File: config.mk
export PLATFORM = sky130hd
export DESIGN_NAME = dma_bus_arbiter_flat
export DESIGN_NICKNAME = d
export VERILOG_FILES = /design/src/rtl/dma_bus_arbiter_if.sv /design/src/rtl/dma_bus_arbiter.sv /design/src/flat_wrapper.sv
export SDC_FILE = /design/constraint.sdc
export NUM_CORES = 1
export LEC_CHECK = 0
export BUFFER_PORTS_ARGS = -buffer_cell sky130_fd_sc_hd__buf_2
export CAP_MARGIN = 30
export CORE_MARGIN = 1.5
export CORE_UTILIZATION = 54
export CTS_CLUSTER_DIAMETER = 100
export DETAILED_ROUTE_END_ITERATION = 8
export GPL_ROUTABILITY_DRIVEN = 0
export PLACE_DENSITY_LB_ADDON = 0.12
export SLEW_MARGIN = 10
export SYNTH_ARGS = -nofsm -noshare
export SYNTH_HDL_FRONTEND = slang
export SYNTH_SLANG_ARGS = --single-unit
File: constraint.sdc
create_clock -name phi0_in -period 2.9 [get_ports phi0_in]
set_input_delay 0.145 -clock phi0_in [delete_from_list [all_inputs] [get_ports phi0_in]]
set_output_delay 0.145 -clock phi0_in [all_outputs]
set_load 0.05 [all_outputs]
File: src/rtl/dma_bus_arbiter_if.sv
// Bus-sharing handshake between the 6502C, the DMA requesters and the arbiter.
// The arbiter takes the master side; CPU pins and requesters sit on the slave side.
interface dma_bus_arbiter_if #(
  parameter int NUM_REQ = 2
);
  localparam int ID_W = (NUM_REQ > 1) ? $clog2(NUM_REQ) : 1;

  logic               cpu_RW;
  logic [NUM_REQ-1:0] dma_req;
  logic               RDY;
  logic               bus_sel;
  logic [NUM_REQ-1:0] dma_gnt;
  logic [ID_W-1:0]    gnt_id;

  modport master (
    input  cpu_RW,
    input  dma_req,
    output RDY,
    output bus_sel,
    output dma_gnt,
    output gnt_id
  );

  modport slave (
    output cpu_RW,
    output dma_req,
    input  RDY,
    input  bus_sel,
    input  dma_gnt,
    input  gnt_id
  );
endinterface

File: src/rtl/dma_bus_arbiter.sv
// Halts the 6502C via RDY and hands the system bus to DMA requesters,
// round-robin, with a per-grant burst limit and a guaranteed CPU window.
//
// state     | meaning
// ----------+---------------------------------------------------------
// CPU_OWN   | CPU owns the bus, RDY=1
// HALT_PEND | RDY=0, waiting for a read cycle so the CPU actually stops
// DMA_OWN   | one requester owns the bus, burst_cnt counts transfers
// HANDBACK  | single CPU cycle (RDY=1, bus_sel=0) after a grant ends
module dma_bus_arbiter #(
  parameter int NUM_REQ   = 2,
  parameter int MAX_BURST = 8
) (
  input logic              phi0_in,
  input logic              RES_L,
  dma_bus_arbiter_if.master bus
);
  localparam int ID_W  = (NUM_REQ > 1) ? $clog2(NUM_REQ) : 1;
  localparam int CNT_W = $clog2(MAX_BURST + 1);

  typedef enum logic [1:0] {
    CPU_OWN   = 2'd0,
    HALT_PEND = 2'd1,
    DMA_OWN   = 2'd2,
    HANDBACK  = 2'd3
  } state_t;

  state_t             state, state_nxt;
  logic [ID_W-1:0]    last_id, last_id_nxt;
  logic [CNT_W-1:0]   burst_cnt, burst_nxt;
  logic               grant_new;

  logic               rdy_q, rdy_nxt;
  logic               bus_sel_q, bus_sel_nxt;
  logic [NUM_REQ-1:0] gnt_q, gnt_nxt;
  logic [ID_W-1:0]    gnt_id_q, gnt_id_nxt;

  logic               any_req;
  logic               cur_req;
  logic [ID_W-1:0]    win_id;
  int                 best;

  assign any_req = |bus.dma_req;
  assign cur_req = bus.dma_req[gnt_id_q];

  // Round-robin: smallest rotational distance strictly after last_id wins.
  always_comb begin
    win_id = last_id;
    best   = NUM_REQ;
    for (int i = 0; i < NUM_REQ; i++) begin
      if (bus.dma_req[i] &&
          (((i - int'(last_id) - 1 + 2 * NUM_REQ) % NUM_REQ) < best)) begin
        best   = (i - int'(last_id) - 1 + 2 * NUM_REQ) % NUM_REQ;
        win_id = ID_W'(i);
      end
    end
  end

  always_ff @(posedge phi0_in or negedge RES_L) begin
    if (!RES_L) begin
      state     <= CPU_OWN;
      last_id   <= ID_W'(NUM_REQ - 1);
      burst_cnt <= '0;
      rdy_q     <= 1'b1;
      bus_sel_q <= 1'b0;
      gnt_q     <= '0;
      gnt_id_q  <= '0;
    end else begin
      state     <= state_nxt;
      last_id   <= last_id_nxt;
      burst_cnt <= burst_nxt;
      rdy_q     <= rdy_nxt;
      bus_sel_q <= bus_sel_nxt;
      gnt_q     <= gnt_nxt;
      gnt_id_q  <= gnt_id_nxt;
    end
  end

  always_comb begin
    state_nxt   = state;
    last_id_nxt = last_id;
    burst_nxt   = burst_cnt;
    grant_new   = 1'b0;
    case (state)
      CPU_OWN: begin
        if (any_req) state_nxt = HALT_PEND;
      end
      HALT_PEND: begin
        // Write cycles ignore RDY, so only a read cycle proves the CPU halted.
        if (!any_req) begin
          state_nxt = CPU_OWN;
        end else if (bus.cpu_RW) begin
          state_nxt   = DMA_OWN;
          grant_new   = 1'b1;
          last_id_nxt = win_id;
          burst_nxt   = '0;
        end
      end
      DMA_OWN: begin
        if (!cur_req) begin
          burst_nxt = '0;
          if (any_req) begin
            grant_new   = 1'b1;
            last_id_nxt = win_id;
          end else begin
            state_nxt = HANDBACK;
          end
        end else begin
          burst_nxt = CNT_W'(burst_cnt + 1'b1);
          if (burst_cnt == CNT_W'(MAX_BURST - 1)) state_nxt = HANDBACK;
        end
      end
      HANDBACK: begin
        // The CPU_OWN re-halt test is applied on the exit edge so the CPU
        // window after a burst stays exactly one cycle wide.
        state_nxt = any_req ? HALT_PEND : CPU_OWN;
      end
      default: state_nxt = CPU_OWN;
    endcase
  end

  always_comb begin
    rdy_nxt     = 1'b1;
    bus_sel_nxt = 1'b0;
    gnt_nxt     = '0;
    gnt_id_nxt  = gnt_id_q;
    case (state_nxt)
      HALT_PEND: rdy_nxt = 1'b0;
      DMA_OWN: begin
        rdy_nxt     = 1'b0;
        bus_sel_nxt = 1'b1;
        if (grant_new) begin
          gnt_nxt    = NUM_REQ'(1) << win_id;
          gnt_id_nxt = win_id;
        end else begin
          gnt_nxt = gnt_q;
        end
      end
      default: ;
    endcase
  end

  assign bus.RDY     = rdy_q;
  assign bus.bus_sel = bus_sel_q;
  assign bus.dma_gnt = gnt_q;
  assign bus.gnt_id  = gnt_id_q;
endmodule

File: src/flat_wrapper.sv
// flat-port wrapper written by rule: the top's interface ports become plain ports
module dma_bus_arbiter_flat 
#(
  parameter int NUM_REQ   = 2,
  parameter int MAX_BURST = 8
)
  (phi0_in, RES_L, bus_cpu_RW, bus_dma_req, bus_RDY, bus_bus_sel, bus_dma_gnt, bus_gnt_id);
  dma_bus_arbiter_if #(.NUM_REQ(NUM_REQ)) bus_i ();
  input logic phi0_in;
  input logic RES_L;
  input wire logic [$bits(bus_i.cpu_RW)-1:0] bus_cpu_RW;
  input wire logic [$bits(bus_i.dma_req)-1:0] bus_dma_req;
  output wire logic [$bits(bus_i.RDY)-1:0] bus_RDY;
  output wire logic [$bits(bus_i.bus_sel)-1:0] bus_bus_sel;
  output wire logic [$bits(bus_i.dma_gnt)-1:0] bus_dma_gnt;
  output wire logic [$bits(bus_i.gnt_id)-1:0] bus_gnt_id;
  assign bus_i.cpu_RW = bus_cpu_RW;
  assign bus_i.dma_req = bus_dma_req;
  assign bus_RDY = bus_i.RDY;
  assign bus_bus_sel = bus_i.bus_sel;
  assign bus_dma_gnt = bus_i.dma_gnt;
  assign bus_gnt_id = bus_i.gnt_id;
  dma_bus_arbiter #(.NUM_REQ(NUM_REQ), .MAX_BURST(MAX_BURST)) u_core (.phi0_in(phi0_in), .RES_L(RES_L), .bus(bus_i));
endmodule
# Word-level counts from Yosys, hierarchy flattened
# Index checks and enable logic that the tools add are counted.
[word_totals] inputBits=5 word_cells=71 out_inout_bits=5 ff_bits=12
[op_classes] add_sub_neg=7 n_mux=31 n_shift=1 bitwise_logic=2 eq_ne=11 magnitude_cmp=3 n_reduce_logical=9
[ops] op="$add A32 B4 Y32 const B" n=2
[ops] op="$sub A32 B2 Y32 const B" n=2
[ops] op="$lt A2 B32 Y1" n=1
[ops] op="$mux W32" n=1
[ops] op="$mux W2" n=8
[ops] op="$mux W1" n=15
[ops] op="$mux W4" n=3
[ops] op="$pmux W2 S4" n=1
[ops] op="$pmux W4 S2" n=1
[ops] op="$eq A2 B2 Y1 const B" n=3
[ops] op="$ne A2 B1 Y1 const B" n=3
[ops] op="$reduce_and A5 Y1" n=1
[ops] op="$add A4 B1 Y4 const B" n=1
[ops] op="$eq A2 B1 Y1 const B" n=2
[ops] op="$eq A4 B3 Y1 const B" n=1
[ops] op="$ne A2 B2 Y1 const B" n=2
[ops] op="$pmux W1 S2" n=2
[ops] op="$reduce_or A2 Y1" n=2
[ops] op="$sub A1 B1 Y2 const A" n=2
[ops] op="$lt A2 B3 Y1 const B" n=1
[ops] op="$reduce_and A3 Y1" n=1
[ops] op="$and A1 B1 Y1" n=2
[ops] op="$logic_and A1 B1 Y1" n=2
[ops] op="$logic_not A2 Y1" n=1
[ops] op="other kinds (4)" n=4

# Longest topological paths before layout
# Gate-level depths: netlist of the first run.
[logic_depth] word_depth=13 mapped_depth=9 ltp_nobuf=9

# Worst setup path after synthesis of the first run
# No wires, ideal clock.
[synth_timing] kind="register to register" from="register u_core.gnt_id_q (netlist: u_core.bus.gnt_id)" to="register u_core.gnt_id_q (netlist: u_core.bus.gnt_id)" arrival_time_ns=2.257 setup_slack_ns=0.518 required_time_ns=2.775 stages_incl_launch_ff=8 path_cell_list="dfrtp_1 -> mux2i_2 -> a31oi_1 -> o311a_1 -> ha_1 -> and2_1 -> o2111a_1 -> mux2_4"
[synth_via] elab_chain_cells=6 elab_cells_between_ends=8 classes_between="eq/ne (1); mux (6); reduce/logical (1)"
[synth_lines] element="from (decl)" line="dma_bus_arbiter.sv:36" text="logic [ID_W-1:0] gnt_id_q, gnt_id_nxt;"
[synth_lines] element="from (signal assigned)" line="dma_bus_arbiter.sv:75" text="gnt_id_q <= gnt_id_nxt;"
[synth_lines] element="$mux W1 (not written as such) (*) (2 in series)" line="dma_bus_arbiter.sv:44" text="assign cur_req = bus.dma_req[gnt_id_q];"
[synth_lines] element="$mux W2" line="dma_bus_arbiter.sv:100" text="if (!cur_req) begin"
[synth_lines] element="$pmux W2 S4" line="dma_bus_arbiter.sv:84" text="case (state)"
[synth_lines] element="$eq A2 B2 Y1" line="dma_bus_arbiter.sv:127" text="case (state_nxt)"
[synth_lines] element="$reduce_and A2 Y1 (no line) (*)"
# Mark *: on every way between the ends. The rest lies on a longest branch, timed or not. The select of a mux whose other input is x is not followed.
# A chain may end at the register's enable or synchronous reset.

# Final worst setup path of the first run
[layout_timing] from="register u_core.state[1]" to="register u_core.gnt_id_q (netlist: u_core.bus.gnt_id)"
[layout_via] elab_chain_cells=5 elab_cells_between_ends=14 classes_between="eq/ne (4); mux (8); reduce/logical (2)"
[layout_lines] element="from (decl)" line="dma_bus_arbiter.sv:28" text="state_t state, state_nxt;"
[layout_lines] element="from (signal assigned)" line="dma_bus_arbiter.sv:69" text="state <= state_nxt;"
[layout_lines] element="$mux W2 (on tied branches)" line="dma_bus_arbiter.sv:102, dma_bus_arbiter.sv:92, dma_bus_arbiter.sv:110"
[layout_lines] element="$mux W2 (on tied branches)" line="dma_bus_arbiter.sv:100, dma_bus_arbiter.sv:90"
[layout_lines] element="$pmux W2 S4" line="dma_bus_arbiter.sv:84"
[layout_lines] element="$eq A2 B2 Y1" line="dma_bus_arbiter.sv:127"
[layout_lines] element="$reduce_and A2 Y1 (no line) (*)"
# Mark *: on every way between the ends. The rest lies on a longest branch, timed or not.

==> impl_metrics.yaml, run 1 <==
run_status:
  status: "finished clean"
global_routing:
  grt_start_max_net_pins: 13
  antenna_found_initial: 0
  grt-ovfl-total: 0
  grt_first_pass_wirelength_um: 2260
  gr-usage-all-layers_pct: 21.9
  grt_pass1_vias: 511
power:
  p_int_w: 0.000412
  power_w: 0.000728
  switchingPower_w: 0.000316
  pwr-share-clk_pct: 13.6
  leakage_nw: 0.437
  switching_share_pct: 43.4
  vdd_drop_max_mv: 0.421
  p_comb_share_pct: 50.3
  seqPwrFrac_pct: 36.1
  power.density_nw_per_um2: 846
timing:
  finalSetupViolCount: 0
  max_slew_margin_pct: 72.0
  tightestPinTransition_ps: 418
  post-route-min-period_ps: 2360
  period_share_pct: 81.5
  slew_viol_final: 0
  skew_ps: 3.54
  finalSetupTns_ps: 0
  fmax_mhz: 423
  hold_viol_final: 0
  rsz0062_at_grt: "no"
yosys:
  synth_xor_area_share_pct: 0
  synthFlopType: "dfrtp_1"
  yosys.area_share.simple_pct: 17.2
  syn_area_per_cell_um2: 11.1
  synth_common_cells: "10 x dfrtp_1, 7 x ha_1, 5 x and2_1, 5 x inv_1"
  yosysTopAreaCell: "dfrtp_1"
  synthesis.nets: 81
  synth.cell_area_um2: 764
  synth_edf_count: 0
  yosysUniqueCellTypes: 37
  ys.warnings.count: 0
  yosys-top-cells-area: "dfrtp_1 33%, ha_1 11%, dfstp_2 6.9%, and2_1 4.1%, a21o_1 2.9%"
  ys_ff_latch: 12
  synth_compound_area_share_pct: 21.3
  synthAdderAreaFrac_pct: 11.5
  synth_top_family_by_area: "compound AO/OA/AOI/OAI gates"
  synth_most_common_cell: "dfrtp_1"
  synthCells: 69
  synth_top_area_share_pct: 32.7
  synthArstFlopShare_pct: 100
  synth-seq-area-share_pct: 39.6
  synth.area.mux_share_pct: 8.02
hold_path:
  hold_path_class: "in2async"
setup_path:
  path_cells: "inv_1 -> ha_1 -> and3b_1 -> o21ai_0 -> o311a_1 -> ha_1 -> and2_1 -> o2111a_1 -> mux2_4"
  cp_top_family: "compound AO/OA/AOI/OAI gates"
  regToRegSetupSlack_ps: 540
  r2r_start: "u_core.state[1]"
  worstSetupPathType: "reg2reg"
  worst_r2r_endpoint: "u_core.bus.gnt_id"
  ff2ff_path_depth: 9
  worstPathRequired_ps: 3060
  worstPathMaxFanout: 7
  worst_path_largest_cell_delay_ps: 410
  crit_start: "u_core.state[1]"
  start_kind: "flip-flop"
  slowest_stage: "dfrtp_1"
  critPathBufInv: 1
  arrival_ps: 2520
  critPathCaptureType: "flip-flop"
  crit_path_frequent_cell: "ha_1"
floorplan:
  die_height_um: 40.6
  core_area_um2: 1320
  placementRows: 13
  die_w_um: 40.6
  initial_core_util_pct: 58.0
  die_area_um2: 1650
  io-pin-count: 10
finish:
  antenna_cells: 0
  fillers: 114
  area_growth_pct: 12.6
  fin_area_um2: 861
  final_nets: 96
  drive_gt1_share_pct: 24.4
  multi_input_area_um2: 443
  seq_area_um2: 303
cts:
  clock_sinks: 12
  cts_tree: "yes"
  postCtsSetupRepairBufs: 0
  path_clk_slew_ps: 70
  cts_buffers: 3
  clk_latency_ps: 270
  htree_levels: 1
  cts_resized: 0
  clock_path_buffers: 2
  cts_root_buf: "clkbuf_4"
placed_design:
  io_buffers: 9
  dp_hpwl_um: 1090
  dpl_cell_area_um2: 828
detailed_routing:
  num_vias: 580
  first_iter_violations: 7
  drt-vias-per-instance: 5.98
  first_pass_iters: 4
  ant_nets: 0
  post_drt_wl_per_cell_um: 14.9
  wirelength_um: 1440
  route.detailed.drc: 0
run:
  maxCapViolCount: 0
state kept, by name, summed over array words and instances, names as in the netlist:
register            cells
u_core.burst_cnt        4
u_core.bus.RDY          1
u_core.bus.bus_sel      1
u_core.bus.dma_gnt      2
u_core.bus.gnt_id       1
u_core.last_id          1
u_core.state            2
cells in the final DEF, fill, tap and decap left out, drive strengths merged:
| cell | instances |
|---|---|
| nand2 | 1 |
| a32o | 1 |
| a32oi | 1 |
| nand3b | 1 |
| clkbuf | 3 |
| a31oi | 1 |
| inv | 5 |
| nor4 | 1 |
| dfrtp | 10 |
| a21o | 3 |
| o2111ai | 1 |
| o21ai | 3 |
| mux2 | 3 |
| ha | 7 |
| and3b | 1 |
| nor2 | 1 |
| a311o | 1 |
| nand3 | 2 |
| o311a | 1 |
| mux2i | 2 |
| and2 | 5 |
| a211o | 1 |
| o2111a | 1 |
| dfstp | 2 |
| and3 | 2 |
| a211oi | 1 |
| o211ai | 1 |
| a22o | 2 |
| nor4b | 1 |
| or3b | 1 |
| dlygate4sd3 | 1 |
| a21oi | 1 |
| buf | 9 |
| or2 | 1 |
| or2b | 3 |
| o311ai | 1 |
stage by stage:
stage | setup slack (ps) | util (%) | hold slack [ps] | cells
after floorplan | 518 | - | -151 | 69
after global placement | 602 | 62.9 | 38.2 | 93
after detailed placement | 565 | 62.9 | 42.4 | 93
after CTS | 537 | 65.3 | 295 | 97
after global routing | 373 | 65.3 | 327 | 97
final | 535 | 65.3 | 292 | 97
cells by family after synthesis:
kind of cell / after synthesis
AO/OA/AOI/OAI: 20
AND/OR/NAND/NOR: 20
flip-flops: 12
adder cells (fa/ha/maj): 7
buffers and inverters: 5
multiplexers: 5
worst max-delay path by stage:
stage,to,slack (ps),cells past startpoint
global placement,u_core.bus.gnt_id,600,9
CTS,u_core.bus.gnt_id,540,9
global route,u_core.bus.gnt_id,370,9
finish,u_core.bus.gnt_id,540,9
floorplan,u_core.bus.gnt_id,520,7
detailed placement,u_core.bus.gnt_id,570,9
worst reg2reg max path, cell delays in order (launching register included):
cell,delay [ps]
dfrtp_1,410
inv_1,80
ha_1,270
and3b_1,190
o21ai_0,210
o311a_1,230
ha_1,180
and2_1,140
o2111a_1,240
mux2_4,310
repair_timing:
item,in CTS,in global routing
endpoints found under the hold margin,10,0
hold buffers,1,0
endpoints found under the setup margin,0,0
layer usage:
layer  part of all wire, %  global-route usage [%]  up-vias
met4                  0.83                    10.0        0
li1                      -                       -      292
met1                    50                    29.6      275
met2                    46                    33.3       11
met3                   2.9                    4.89        2
met5                     0                       0        -
power by group through the flow:
stage	logic, W	clock network [W]	registers (W)
after floorplan	0.000214	0	0.000334
after global placement	0.000360	0	0.000263
after detailed placement	0.000365	0	0.000266
after CTS	0.000370	0.000102	0.000263
after global routing	0.000406	0.000111	0.000273
final	0.000367	0.0000988	0.000263
cell type report:
| type | count | area share, % |
|---|---|---|
| flip-flops and latches | 12 | 35.2 |
| well taps | 15 | 2.18 |
| repair buffers | 10 | 6.40 |
| clock buffers | 3 | 2.62 |
| inverters | 5 | 2.18 |
| multi-input cells | 52 | 51.5 |
Note: power is estimated with default switching activity, not from simulation.
==> run 2: changes to the inputs <==
- ABC_AREA: default -> 1
- CORE_UTILIZATION: 54 -> 48
- clock period: 2.9 -> 2 ns (I/O delays scaled with it)
==> run 2 against run 1 <==
  * Cell area down 3.6%
  * Critical path depth down 1
  * Global-route usage decreased by 2.9 points
  * Routed wire length down 3.8%
  * First-iteration DRC count up 130%
  * Synthesized cell count is 30% higher
  * Worst setup slack worse by 320 ps
  * Area after synthesis decreased by 4.6%
  * Worst hold slack got worse by 87 ps
  * Register-to-register slack got worse by 320 ps
  * Highest routed layer unchanged
==> impl_metrics.yaml, run 2 <==
finish:
  top_register: "u_core.burst_cnt"
  final_nets: 117
  drive_gt1_share_pct: 23.3
  largest_register_ffs: 4
  fillers: 144
  final_cell_mix: "20 x nand2_1, 11 x inv_1, 11 x nand3_1"
  fin_area_um2: 830
  area_growth_pct: 13.7
  final_common_cell: "nand2_1"
  antenna_cells: 0
timing:
  hold_viol_final: 0
  fmax_mhz: 559
  finalSetupViolCount: 0
  tightestPinTransition_ps: 343
  post-route-min-period_ps: 1790
  max_slew_margin_pct: 76.9
  finalSetupTns_ps: 0
  period_share_pct: 89.5
  skew_ps: 4.90
  rsz0062_at_grt: "no"
  slew_viol_final: 0
yosys:
  synth_top_area_share_pct: 34.3
  ys_ff_latch: 12
  synthCells: 90
  synth_edf_count: 0
  yosys-top-cells-area: "dfrtp_1 34%, ha_1 12%, nand2_1 10%, nand3_1 7.5%, dfstp_2 7.2%"
  yosysTopAreaCell: "dfrtp_1"
  synth_most_common_cell: "nand2_1"
  synthFlopType: "dfrtp_1"
  syn_area_per_cell_um2: 8.11
  synth-seq-area-share_pct: 41.5
  synth.cell_area_um2: 729
  synthArstFlopShare_pct: 100
  synthesis.nets: 102
  ys.warnings.count: 0
  yosysUniqueCellTypes: 19
  synth_common_cells: "20 x nand2_1, 11 x inv_1, 11 x nand3_1"
setup_path:
  worstPathRequired_ps: 2170
  arrival_ps: 1960
  critPathCaptureType: "flip-flop"
  start_kind: "flip-flop"
  worstPathMaxFanout: 5
  worstSetupPathType: "reg2reg"
detailed_routing:
  route.detailed.drc: 0
  wirelength_um: 1390
  drt-vias-per-instance: 5.21
  ant_nets: 0
  first_iter_violations: 16
  first_pass_iters: 4
  num_vias: 615
  post_drt_wl_per_cell_um: 11.8
hold_path:
  hold_path_class: "in2reg"
placed_design:
  dpl_cell_area_um2: 793
  io_buffers: 9
  dp_hpwl_um: 1030
power:
  pwr-share-clk_pct: 13.7
  switching_share_pct: 47.7
  leakage_nw: 0.438
  vdd_drop_max_mv: 0.723
  p_comb_share_pct: 52.3
  p_int_w: 0.000572
  power.density_nw_per_um2: 1320
  switchingPower_w: 0.000521
  seqPwrFrac_pct: 34.0
cts:
  cts_root_buf: "clkbuf_4"
  htree_levels: 1
  postCtsSetupRepairBufs: 0
  path_clk_slew_ps: 80
  clock_sinks: 12
  cts_tree: "yes"
  cts_buffers: 3
  clk_latency_ps: 270
  clock_path_buffers: 2
global_routing:
  grt_pass1_vias: 581
  grt_first_pass_wirelength_um: 2500
  grt-ovfl-total: 0
  grt_start_max_net_pins: 13
  antenna_found_initial: 0
  gr-usage-all-layers_pct: 19.0
floorplan:
  die_height_um: 42.0
  die_w_um: 42.0
  io-pin-count: 10
  placementRows: 13
  die_area_um2: 1760
  initial_core_util_pct: 53.4
  core_area_um2: 1370
run_status:
  status: "finished clean"
run:
  maxCapViolCount: 0
-- run 2: kinds of logic after synthesis --
logic type                 after synthesis  share of synthesized area, %
AOI/OAI and AO/OA                       16                          13.9
adders and majority gates                7                          12.0
buffers and inverters                   13                          6.69
DFF                                     12                          41.5
and+or+nand+nor                         42                          25.9
-- run 2: per-layer routing --
metal | routed length (um) | GRT usage (%)
met5 | 0 | 0
met2 | 609 | 27.5
met3 | 54 | 5.17
met1 | 696 | 25.9
met4 | 27 | 9.68
-- run 2: repair_timing --
action | CTS | global route
setup endpoints to repair | 0 | 3
hold buffers | 1 | 0
resized for setup | 0 | 3
hold endpoints to repair | 12 | 0
-- run 2: through the flow --
step	setup slack [ps]	instances	hold WS, ps	utilization (%)	total power, W
finish	211	118	204	60.7	0.00109
global route	20.5	118	254	60.7	0.00119
CTS	79.0	118	215	60.4	0.00109
detailed placement	153	114	-7.34	58.1	0.000932
global placement	143	114	-6.48	58.1	0.000920
floorplan	167	90	-196	-	0.000815
-- run 2: worst paths after layout --
kind,from,to,slack (ps),depth (start not counted)
max in group asynchronous,RES_L,u_core.bus.RDY,1500,2
min in group asynchronous,RES_L,u_core.bus.gnt_id,230,2
worst min-delay path,bus_dma_req[0],u_core.last_id,200,4
worst max-delay path,u_core.state[1],u_core.bus.gnt_id,210,8
worst min register to register,u_core.last_id,u_core.last_id,490,2
worst max register to register,u_core.state[1],u_core.bus.gnt_id,210,8
-- run 2: layout make-up --
type | count | area (um^2) | share of cell area (%)
sequential | 12 | 304 | 36.7
tap | 15 | 18.8 | 2.26
inverter | 13 | 48.8 | 5.88
clock buffer | 3 | 22.5 | 2.71
multi-input combinational | 65 | 380 | 45.9
timing repair buffer | 10 | 55.1 | 6.64
-- run 2: worst max-delay path, stage by stage (launching register included) --
cell	delay [ps]
dfrtp_1	420
inv_1	120
ha_1	280
a21oi_1	120
o21ai_1	260
ha_2	290
nand3_1	80
nand2_1	60
nand2_1	40
-- run 2: power by group through the flow --
| stage | Sequential (W) | Combinational [W] | Clock [W] |
|---|---|---|---|
| CTS | 0.000369 | 0.000569 | 0.000150 |
| global placement | 0.000371 | 0.000549 | 0 |
| detailed placement | 0.000374 | 0.000559 | 0 |
| global route | 0.000381 | 0.000641 | 0.000165 |
| floorplan | 0.000453 | 0.000362 | 0 |
| finish | 0.000372 | 0.000572 | 0.000150 |
==> run 3: changes to the inputs <==
- PLACE_DENSITY: default -> 0.71
- PLACE_DENSITY_LB_ADDON: 0.12 -> default
==> run 3 against run 2 <==
  * Sequential cell count did not move
  * Combinational power decreased by 2%
  * Routed wire length down 7.2%
  * Sequential power decreased by 1%
  * Clock power down 5%
  * Final cell count unchanged
  * First-iteration DRC count decreased by 6.3%
  * Clock-buffer cell count is the same
  * Core utilization is 0.27 points lower
  * Cell area shrank 0.45%
  * Die area did not move
  * Largest cell class unchanged
  * Largest power group unchanged
  * Highest routed layer unchanged
==> impl_metrics.yaml, run 3 (same netlist as run 2, synthesis figures left out) <==
cts:
  clk_latency_ps: 260
  clock_sinks: 12
  htree_levels: 1
  cts_tree: "yes"
  clock_path_buffers: 2
  path_clk_slew_ps: 70
  cts_root_buf: "clkbuf_4"
  postCtsSetupRepairBufs: 0
  cts_buffers: 3
setup_path:
  critPathCaptureType: "flip-flop"
  worst_path_largest_cell_delay_ps: 420
  worstPathMaxFanout: 5
  crit_path_frequent_cell: "nand2_1"
  arrival_ps: 1970
  path_cells: "inv_1 -> ha_1 -> a22oi_1 -> nand2_1 -> a21oi_2 -> ha_1 -> nand3_1 -> nand2_1 -> nand2_1"
  start_kind: "flip-flop"
  r2r_start: "u_core.state[0]"
  worst_r2r_endpoint: "u_core.bus.gnt_id"
  worstPathRequired_ps: 2160
  ff2ff_path_depth: 9
  slowest_stage: "dfrtp_1"
  worstSetupPathType: "reg2reg"
  crit_start: "u_core.state[0]"
  regToRegSetupSlack_ps: 190
detailed_routing:
  first_pass_iters: 4
  route.detailed.drc: 0
  first_iter_violations: 15
  drt-vias-per-instance: 5.05
  ant_nets: 0
  num_vias: 596
  wirelength_um: 1290
  post_drt_wl_per_cell_um: 10.9
finish:
  drive_gt1_share_pct: 21.4
  fillers: 123
  final_common_cell: "nand2_1"
  largest_register_ffs: 4
  final_cell_mix: "20 x nand2_1, 11 x inv_1, 11 x nand3_1"
  fin_area_um2: 826
  final_nets: 117
  area_growth_pct: 13.2
  multi_input_area_um2: 378
  seq_area_um2: 303
  top_register: "u_core.burst_cnt"
  antenna_cells: 0
power:
  leakage_nw: 0.441
  vdd_drop_max_mv: 0.690
  power.density_nw_per_um2: 1300
  power_w: 0.00107
placed_design:
  dpl_cell_area_um2: 793
  io_buffers: 9
  dp_hpwl_um: 1020
timing:
  tightestPinTransition_ps: 342
  finalSetupViolCount: 0
  fmax_mhz: 554
  max_slew_margin_pct: 77.0
  rsz0062_at_grt: "no"
  hold_viol_final: 0
  slew_viol_final: 0
  skew_ps: 3.03
  finalSetupTns_ps: 0
  post-route-min-period_ps: 1810
  period_share_pct: 90.3
global_routing:
  gr-usage-all-layers_pct: 16.5
  grt_start_max_net_pins: 13
  grt_pass1_vias: 516
  grt-ovfl-total: 0
  antenna_found_initial: 0
  grt_first_pass_wirelength_um: 2240
hold_path:
  min_path_cells: 4
  hold_end: "u_core.last_id"
  hp-start: "bus_dma_req[0]"
  hold_path_class: "in2reg"
floorplan:
  core_area_um2: 1370
  io-pin-count: 10
  die_height_um: 42.0
  die_area_um2: 1760
  initial_core_util_pct: 53.4
  die_w_um: 42.0
  placementRows: 13
run_status:
  status: "finished clean"
run:
  maxCapViolCount: 0
run 3: cell types whose count changed in the layout (fill, tap and decap cells not counted):
cell,before,now
dfrtp_1,9,10
dfrtp_2,1,0
ha_1,6,7
ha_2,1,0
run 3: how the worst max path moves through the flow:
stage | slack, ps | to | cells after the start
4_1_cts | 150 | u_core.bus.gnt_id | 8
6_report | 190 | u_core.bus.gnt_id | 9
5_1_grt | 40 | u_core.bus.gnt_id | 9
3_3_place_gp | 150 | u_core.bus.gnt_id | 8
3_5_place_dp | 160 | u_core.bus.gnt_id | 8
2_1_floorplan | 170 | u_core.bus.gnt_id | 8
run 3: routing by layer:
layer	up-vias	share of wire (%)	GRT usage, %	wire, um
met5	-	0	0	0
li1	324	-	-	-
met4	0	1.3	5.81	17
met2	9	42	23.1	547
met3	2	3.2	3.88	41
met1	261	53	24.7	682
run 3: worst max-delay path, delay by kind of cell, from the launching register on:
kind,cells,cell delay [ps]
AOI/OAI and AO/OA,2,360
adders and majority gates,2,510
buffers and inverters,1,100
DFF,1,420
and+or+nand+nor,4,290
run 3: power breakdown:
part	switching [W]	internal, W
Sequential	0.0000472	0.000321
Combinational	0.000383	0.000176
Clock	0.0000732	0.0000695
run 3: repair_timing:
action	CTS	global route
gates resized for setup	0	1
endpoints found under the hold margin	12	0
hold buffers	1	0
setup endpoints to repair	0	1
run 3: final cells by class:
cell class,count,share of cell area [%]
multi-input combinational,65,45.8
timing repair buffer,10,6.67
sequential,12,36.7
clock buffer,3,2.73
inverter,13,5.91
tap,15,2.27
run 3: per-stage QoR:
step / setup WS (ps) / instances / util [%] / hold WS (ps)
3_3_place_gp: 152 / 114 / 58.1 / -10.6
5_1_grt: 43.2 / 118 / 60.4 / 251
3_5_place_dp: 163 / 114 / 58.1 / -5.88
4_1_cts: 150 / 118 / 60.4 / 195
6_report: 194 / 118 / 60.4 / 191
2_1_floorplan: 167 / 90 / - / -196
